[src/rtl/ball_pkg.sv]
// Shared definitions for the ball motion controller.
//   ball_state_e  : frame-update FSM states
//   SCREEN_*_DEF  : default active screen size
//   VEL_W         : width of the signed per-frame velocity
//   clamp_speed() : |speed| limited to [min_s, max_s], returned as a signed velocity
package ball_pkg;

    localparam int SCREEN_W_DEF = 640;
    localparam int SCREEN_H_DEF = 480;
    localparam int VEL_W        = 6;

    typedef enum logic [1:0] {
        WAIT_FRAME = 2'd0,
        UPDATE     = 2'd1,
        RESPAWN    = 2'd2
    } ball_state_e;

    // Magnitude is formed in 11 bits so that -512 does not wrap back to itself.
    function automatic logic signed [VEL_W-1:0] clamp_speed(
        input logic signed [9:0] speed,
        input int                min_s,
        input int                max_s
    );
        logic [10:0] mag;
        if (speed[9]) begin
            mag = 11'd0 - {speed[9], speed};
        end else begin
            mag = {1'b0, speed};
        end
        if (int'(mag) < min_s) begin
            return VEL_W'(min_s);
        end else if (int'(mag) > max_s) begin
            return VEL_W'(max_s);
        end else begin
            return VEL_W'(mag);
        end
    endfunction

endpackage

[src/rtl/ball_axis_step.sv]
// One axis of the ball's per-frame step: pos + vel, clamped to [lo, hi].
// Ports:
//   pos, vel         : current position (unsigned) and velocity (signed)
//   lo, hi           : inclusive limits, 11-bit signed
//   new_pos, new_vel : clamped position; velocity negated on a wall contact
//   under, over      : raw sum fell below lo / rose above hi
module ball_axis_step
    import ball_pkg::*;
(
    input  logic        [9:0]       pos,
    input  logic signed [VEL_W-1:0] vel,
    input  logic signed [10:0]      lo,
    input  logic signed [10:0]      hi,
    output logic        [9:0]       new_pos,
    output logic signed [VEL_W-1:0] new_vel,
    output logic                    under,
    output logic                    over
);

    logic signed [10:0] sum_s;

    // Signed step and wall clamp
    always_comb begin
        sum_s   = $signed({1'b0, pos}) + $signed({{(11-VEL_W){vel[VEL_W-1]}}, vel});
        under   = 1'b0;
        over    = 1'b0;
        new_pos = sum_s[9:0];
        new_vel = vel;
        if (sum_s < lo) begin
            under   = 1'b1;
            new_pos = lo[9:0];
            new_vel = -vel;
        end else if (sum_s > hi) begin
            over    = 1'b1;
            new_pos = hi[9:0];
            new_vel = -vel;
        end else begin
            new_pos = sum_s[9:0];
            new_vel = vel;
        end
    end

endmodule

[src/rtl/ball_motion_ctrl.sv]
// Ball position/velocity owner: one update per video frame, wall bounces,
// hit reversal with cooldown, and miss/respawn handling.
// Ports:
//   clk_25MHz, reset (async, active-high)
//   x_pixel, y_pixel            : current scan position
//   collision_detected          : hit flag (rising edge is what counts)
//   estimated_speed             : signed hit speed, sampled at the capture edge
//   is_hit_area                 : combinational, pixel inside the visible ball
//   ball_x, ball_y, ball_visible: registered ball rectangle
//   miss_count                  : saturating miss counter
// Build option: define BALL_SPEEDUP_EN to add 1 to |vx| on every right-wall bounce.
module ball_motion_ctrl
    import ball_pkg::*;
#(
    parameter int SCREEN_W       = SCREEN_W_DEF,
    parameter int SCREEN_H       = SCREEN_H_DEF,
    parameter int BALL_SIZE      = 16,
    parameter int INIT_VX        = -2,
    parameter int INIT_VY        = 1,
    parameter int MIN_SPEED      = 1,
    parameter int MAX_SPEED      = 12,
    parameter int HIT_COOLDOWN   = 8,
    parameter int RESPAWN_FRAMES = 30
) (
    input  logic       clk_25MHz,
    input  logic       reset,
    input  logic [9:0] x_pixel,
    input  logic [9:0] y_pixel,
    input  logic       collision_detected,
    input  logic [9:0] estimated_speed,
    output logic       is_hit_area,
    output logic [9:0] ball_x,
    output logic [9:0] ball_y,
    output logic       ball_visible,
    output logic [7:0] miss_count
);

    localparam int CD_W = $clog2(HIT_COOLDOWN + 1);
    localparam int RS_W = $clog2(RESPAWN_FRAMES + 1);

    localparam logic        [9:0]       X_START  = 10'(SCREEN_W / 2 - BALL_SIZE / 2);
    localparam logic        [9:0]       Y_START  = 10'(SCREEN_H / 2 - BALL_SIZE / 2);
    localparam logic signed [VEL_W-1:0] VX_START = VEL_W'(INIT_VX);
    localparam logic signed [VEL_W-1:0] VY_START = VEL_W'(INIT_VY);
    localparam logic signed [VEL_W-1:0] MAX_V    = VEL_W'(MAX_SPEED);
    localparam logic signed [VEL_W-1:0] ONE_V    = VEL_W'(1);
    // Left limit of 1 makes "sum < lo" equal to "nx <= 0", the miss line.
    localparam logic signed [10:0]      X_LO     = 11'sd1;
    localparam logic signed [10:0]      X_HI     = 11'(SCREEN_W - BALL_SIZE);
    localparam logic signed [10:0]      Y_LO     = 11'sd0;
    localparam logic signed [10:0]      Y_HI     = 11'(SCREEN_H - BALL_SIZE);
    localparam logic        [10:0]      BALL_SZ  = 11'(BALL_SIZE);
    localparam logic        [CD_W-1:0]  CD_LOAD  = CD_W'(HIT_COOLDOWN);
    localparam logic        [RS_W-1:0]  RS_LAST  = RS_W'(RESPAWN_FRAMES - 1);

    ball_state_e             state_r, next_state_s;
    logic        [9:0]       ball_x_r, ball_y_r, x_nxt_s, y_nxt_s;
    logic signed [VEL_W-1:0] vx_r, vy_r, vx_nxt_s, vy_nxt_s;
    logic signed [VEL_W-1:0] hit_speed_r, spd_nxt_s, vx_eff_s;
    logic                    hit_pending_r, pend_nxt_s;
    logic                    ball_visible_r, vis_nxt_s;
    logic                    coll_d_r;
    logic        [CD_W-1:0]  cooldown_r, cd_nxt_s;
    logic        [RS_W-1:0]  respawn_cnt_r, rs_nxt_s;
    logic        [7:0]       miss_count_r, miss_nxt_s;
    logic                    eof_s, capture_s;
    logic        [9:0]       x_new_s, y_new_s;
    logic signed [VEL_W-1:0] x_vel_new_s, y_vel_new_s;
    logic                    x_under_s, x_over_s, y_under_s, y_over_s;

    assign eof_s    = (x_pixel == 10'(SCREEN_W - 1)) && (y_pixel == 10'(SCREEN_H - 1));
    // A pending hit replaces vx for the step it is consumed in.
    assign vx_eff_s = hit_pending_r ? hit_speed_r : vx_r;
    // No capture while a pending hit is being consumed: that hit starts the cooldown.
    assign capture_s = collision_detected && !coll_d_r && (state_r != RESPAWN)
                       && (cooldown_r == {CD_W{1'b0}})
                       && !((state_r == UPDATE) && hit_pending_r);

    ball_axis_step u_step_x (
        .pos(ball_x_r), .vel(vx_eff_s), .lo(X_LO), .hi(X_HI),
        .new_pos(x_new_s), .new_vel(x_vel_new_s), .under(x_under_s), .over(x_over_s)
    );

    ball_axis_step u_step_y (
        .pos(ball_y_r), .vel(vy_r), .lo(Y_LO), .hi(Y_HI),
        .new_pos(y_new_s), .new_vel(y_vel_new_s), .under(y_under_s), .over(y_over_s)
    );

    // Pixel-inside-visible-ball test, zero latency
    always_comb begin
        if (ball_visible_r
            && ({1'b0, x_pixel} >= {1'b0, ball_x_r}) && ({1'b0, x_pixel} < ({1'b0, ball_x_r} + BALL_SZ))
            && ({1'b0, y_pixel} >= {1'b0, ball_y_r}) && ({1'b0, y_pixel} < ({1'b0, ball_y_r} + BALL_SZ))) begin
            is_hit_area = 1'b1;
        end else begin
            is_hit_area = 1'b0;
        end
    end

    // Next-state and next-register values
    always_comb begin
        next_state_s = state_r;
        x_nxt_s      = ball_x_r;
        y_nxt_s      = ball_y_r;
        vx_nxt_s     = vx_r;
        vy_nxt_s     = vy_r;
        vis_nxt_s    = ball_visible_r;
        cd_nxt_s     = cooldown_r;
        rs_nxt_s     = respawn_cnt_r;
        miss_nxt_s   = miss_count_r;
        pend_nxt_s   = hit_pending_r;
        spd_nxt_s    = hit_speed_r;

        if (capture_s) begin
            pend_nxt_s = 1'b1;
            spd_nxt_s  = clamp_speed(estimated_speed, MIN_SPEED, MAX_SPEED);
        end else begin
            spd_nxt_s  = hit_speed_r;
        end

        case (state_r)
            WAIT_FRAME: begin
                if (eof_s) begin
                    next_state_s = UPDATE;
                end else begin
                    next_state_s = WAIT_FRAME;
                end
            end
            UPDATE: begin
                pend_nxt_s = capture_s;
                if (hit_pending_r) begin
                    cd_nxt_s = CD_LOAD;
                end else if (cooldown_r != {CD_W{1'b0}}) begin
                    cd_nxt_s = cooldown_r - {{(CD_W-1){1'b0}}, 1'b1};
                end else begin
                    cd_nxt_s = cooldown_r;
                end
                x_nxt_s = x_new_s;
                y_nxt_s = y_new_s;
                if (y_under_s || y_over_s) begin
                    vy_nxt_s = y_vel_new_s;
                end else begin
                    vy_nxt_s = vy_r;
                end
                if (x_over_s) begin
`ifdef BALL_SPEEDUP_EN
                    if (vx_eff_s >= MAX_V) begin
                        vx_nxt_s = -MAX_V;
                    end else begin
                        vx_nxt_s = -(vx_eff_s + ONE_V);
                    end
`else
                    vx_nxt_s = x_vel_new_s;
`endif
                end else begin
                    vx_nxt_s = x_vel_new_s;
                end
                // A hit makes vx_eff positive, so a hit always beats the left-edge miss.
                if (x_under_s && vx_eff_s[VEL_W-1]) begin
                    miss_nxt_s   = (miss_count_r == 8'hFF) ? 8'hFF : (miss_count_r + 8'd1);
                    vis_nxt_s    = 1'b0;
                    rs_nxt_s     = {RS_W{1'b0}};
                    pend_nxt_s   = 1'b0;
                    next_state_s = RESPAWN;
                end else begin
                    next_state_s = WAIT_FRAME;
                end
            end
            RESPAWN: begin
                if (eof_s) begin
                    if (respawn_cnt_r == RS_LAST) begin
                        x_nxt_s      = X_START;
                        y_nxt_s      = Y_START;
                        vx_nxt_s     = VX_START;
                        vy_nxt_s     = VY_START;
                        vis_nxt_s    = 1'b1;
                        rs_nxt_s     = {RS_W{1'b0}};
                        next_state_s = WAIT_FRAME;
                    end else begin
                        rs_nxt_s     = respawn_cnt_r + {{(RS_W-1){1'b0}}, 1'b1};
                        next_state_s = RESPAWN;
                    end
                end else begin
                    next_state_s = RESPAWN;
                end
            end
            default: begin
                next_state_s = WAIT_FRAME;
            end
        endcase
    end

    // FSM state register
    always_ff @(posedge clk_25MHz or posedge reset) begin
        if (reset) begin
            state_r <= WAIT_FRAME;
        end else begin
            state_r <= next_state_s;
        end
    end

    // Ball datapath registers
    always_ff @(posedge clk_25MHz or posedge reset) begin
        if (reset) begin
            ball_x_r       <= X_START;
            ball_y_r       <= Y_START;
            vx_r           <= VX_START;
            vy_r           <= VY_START;
            ball_visible_r <= 1'b1;
            miss_count_r   <= 8'd0;
            hit_pending_r  <= 1'b0;
            hit_speed_r    <= {VEL_W{1'b0}};
            cooldown_r     <= {CD_W{1'b0}};
            respawn_cnt_r  <= {RS_W{1'b0}};
            coll_d_r       <= 1'b0;
        end else begin
            ball_x_r       <= x_nxt_s;
            ball_y_r       <= y_nxt_s;
            vx_r           <= vx_nxt_s;
            vy_r           <= vy_nxt_s;
            ball_visible_r <= vis_nxt_s;
            miss_count_r   <= miss_nxt_s;
            hit_pending_r  <= pend_nxt_s;
            hit_speed_r    <= spd_nxt_s;
            cooldown_r     <= cd_nxt_s;
            respawn_cnt_r  <= rs_nxt_s;
            coll_d_r       <= collision_detected;
        end
    end

    assign ball_x       = ball_x_r;
    assign ball_y       = ball_y_r;
    assign ball_visible = ball_visible_r;
    assign miss_count   = miss_count_r;

endmodule

[config.mk]
export PLATFORM = sky130hd
export DESIGN_NAME = ball_motion_ctrl
export DESIGN_NICKNAME = d
export VERILOG_FILES = /design/src/rtl/ball_pkg.sv /design/src/rtl/ball_axis_step.sv /design/src/rtl/ball_motion_ctrl.sv
export SDC_FILE = /design/constraint.sdc
export NUM_CORES = 1
export LEC_CHECK = 0
export BUFFER_PORTS_ARGS = -buffer_cell sky130_fd_sc_hd__buf_2
export CORE_ASPECT_RATIO = 1.25
export CORE_MARGIN = 4
export CORE_UTILIZATION = 30
export DETAILED_ROUTE_END_ITERATION = 10
export PLACE_DENSITY = 0.53
export SLEW_MARGIN = 15
export SYNTH_ARGS = -nofsm -noshare
export SYNTH_HDL_FRONTEND = slang
export SYNTH_SLANG_ARGS = --single-unit
[constraint.sdc]
create_clock -name clk_25MHz -period 3.36 [get_ports clk_25MHz]
set_input_delay 0.336 -clock clk_25MHz [delete_from_list [all_inputs] [get_ports clk_25MHz]]
set_output_delay 0.336 -clock clk_25MHz [all_outputs]
set_load 0.05 [all_outputs]
==> impl_metrics.toml <==
[run_status]
status = "finished clean"

[floorplanning]
die-area_um2 = 19900
rows = 54
fp.dieH_um = 157
start_util_pct = 30.5
io_pins = 63
core_um2 = 17400
die_x_um = 127

[synth]
netlist_area_um2 = 5310
synth-seq-area-share_pct = 28.6
synth_top_area_share_pct = 21.2
ys.warnings.count = 0
yosys.area.top_type = "dfrtp_1"
syn_area_per_cell_um2 = 8.72
ys_dominant_reg_cell = "dfrtp_1"
synth.most_common_cell = "ha_1"
synth-edff-count = 0
synthTopCellsByCount = "ha_1 (65), inv_1 (56), dfrtp_1 (45)"
async_reset_ff_share_pct = 100
ys_ff_latch = 60
synth.top_cells.by_area = "dfrtp_1 (21%), ha_1 (15%), dfstp_2 (7.4%)"
ys_types = 78
syn_inst = 609
syn-num-nets = 709

[layout]
multiInputGateArea_um2 = 3680
nets = 807
register_area_um2 = 1520
areaGrowthSynthToFinish_pct = 23.8
fillers = 1785
drive_above_1_share_pct = 25.3
finish.instance_area_um2 = 6580
diodes = 0
instances_no_fill = 936

[placed_design]
port_buffers = 62
dp_slack_ns = -0.0301
dp_cells = 915
place_hpwl_um = 12100
place_area_um2 = 6110
place.gp.congestion = 0.918

[setup_path]
crit_required_ns = 3.63
r2r-start = "hit_pending_r"
critPathSlowestCell = "dfrtp_2"
crit_arrival_ns = 3.49
crit_fanout = 5
critPathMaxStageDelay_ns = 0.41
cpMostUsedCell = "buf_4"
r2r_cells = 14
worstReg2RegEnd = "ball_x[3]"
critPathKind = "register to register"
start_kind = "register"
cp_cell_sequence = "buf_4 > mux2i_1 > inv_1 > ha_1 > o211ai_1 > o211a_1 > buf_4 > o21ai_4 > xnor2_4 > nor3_4 > a22oi_4 > buf_2 > o31ai_2 > a21boi_2"
cp-end-kind = "register"
r2r_slack_ns = 0.13

[clock_tree]
clk_pin_slew_worst_paths_ns = 0.05
clock-root-buffer = "clkbuf_16"
h-tree-depth = 3
cts_buffers = 9
clock_path_buffers = 2
cts.sinks = 60
clock_latency_ns = 0.34
cts_tree = "done"
postCtsHoldBufs = 0

[global_routing]
antenna_found_initial = 0
grt_usage_pct = 14.9
grt_overflow_total = 0
grt_start_max_net_pins = 25
grt_pass1_vias = 4921
grt_pass1_wl_um = 24300

[sta]
tightest_slew_ns = 0.723
period_needed_ns = 3.23
finalHoldViolCount = 0
max_freq_mhz = 310
worst_clock_skew_ns = 0.0100
slew_headroom_pct = 50.5
setup-tns-final_ns = 0
report.final.slew_viol_count = 0
finalSetupViolCount = 0
setup_slack_ns = 0.134
fin_crit_sh_pct = 96.0
whs_ns = 0.0216

[detailed_routing]
wl_per_cell_um = 16.2
wl_um = 15200
drc_errors = 0
vias = 5127
ant_nets = 0
drtIter0Drc = 267
viasPerCell = 5.48
drtPass1Iterations = 4

[pwr]
leakage_nw = 3.11
cellPowerDensity_nw_per_um2 = 258
peakVddDrop_mv = 0.242

[job]
cap_violations = 0

[min_path]
hold_path.class = "primary input to asynchronous set/reset pin"
[flip-flops by register name, summed over array words and instances, names as in the netlist, 2 cells and up]
register	flops
vx_r	6
ball_x	10
state_r	2
hit_speed_r	6
respawn_cnt_r	5
vy_r	6
miss_count	8
cooldown_r	4
ball_y	10
[worst max-delay path by stage]
stage                  start  slack (ns)       endpoint  depth (start not counted)
2_1_floorplan  hit_pending_r       0.004  miss_count[3]                         12
3_3_place_gp   hit_pending_r        0.04  miss_count[3]                         12
3_5_place_dp   hit_pending_r       -0.03  miss_count[3]                         12
4_1_cts        hit_pending_r        0.01      ball_x[3]                         12
5_1_grt        hit_pending_r       -0.03        vx_r[1]                         13
6_report       hit_pending_r        0.13      ball_x[3]                         14
[repair_timing]
| action | 4_1_cts | 5_1_grt |
|---|---|---|
| pin swaps | 0 | 6 |
| buffers inserted | 0 | 5 |
| gates cloned | 0 | 0 |
| setup endpoints to repair | 6 | 34 |
| gates resized for setup | 2 | 33 |
[worst max-delay path, delay by kind of cell, from the launching register on]
family,cells,cell delay (ns)
flip-flops,1,0.41
buffers and inverters,4,0.61
adder cells (fa/ha/maj),1,0.38
multiplexers,1,0.25
AO/OA/AOI/OAI,6,1.14
XOR/XNOR,1,0.11
AND/OR/NAND/NOR,1,0.27
[layout by cell type, fill, tap and decap left out, drive strengths merged, types with 11 or more instances in the layout]
cell / Yosys / layout
o21ai: 39 / 39
nand2: 40 / 40
ha: 65 / 65
buf: 5 / 100
a21oi: 44 / 44
dfrtp: 45 / 45
nand2b: 14 / 14
inv: 56 / 57
o21a: 11 / 11
nor2: 31 / 31
nor3: 23 / 23
nand3: 27 / 27
dfstp: 15 / 15
xnor2: 13 / 13
[kinds of logic (layout without fill, tap and decap cells)]
logic type                 Yosys count  in the layout  share of synthesized area (%)
and+or+nand+nor                    187            187                           18.9
AOI/OAI and AO/OA                  195            195                           25.8
DFF                                 60             60                           28.6
adders and majority gates           67             67                           16.1
buffers and inverters               69            172                           5.04
xor gates and xnor gates            18             18                           3.11
muxes                               13             13                           2.52
[per-layer routing]
layer / track usage [%] / vias up / routed length [µm]
met5: 0 / - / 0
met4: 5.47 / 0 / 257
met3: 2.63 / 19 / 629
met2: 27.3 / 112 / 7910
met1: 17.4 / 2510 / 6350
li1: - / 2486 / -
[power by group]
group | switching (mW) | internal [mW]
registers | 0.000142 | 0.725
logic | 0.0642 | 0.0446
clock network | 0.349 | 0.517
total | 0.413 | 1.29
[through the flow]
stage / total power, mW / util (%)
2_1_floorplan: 0.798 / -
3_3_place_gp: 0.842 / 35.0
3_5_place_dp: 0.847 / 35.0
4_1_cts: 1.72 / 36.7
5_1_grt: 1.77 / 37.7
6_report: 1.70 / 37.7
[cell type report]
| class | count | share of cell area [%] |
|---|---|---|
| clock buffer | 10 | 3.63 |
| clock inverter | 6 | 0.590 |
| inverter | 56 | 3.20 |
| multi-input combinational | 480 | 55.9 |
| sequential | 60 | 23.1 |
| tap | 224 | 4.26 |
| timing repair buffer | 100 | 9.25 |
Power figures use the tool's default switching activity.
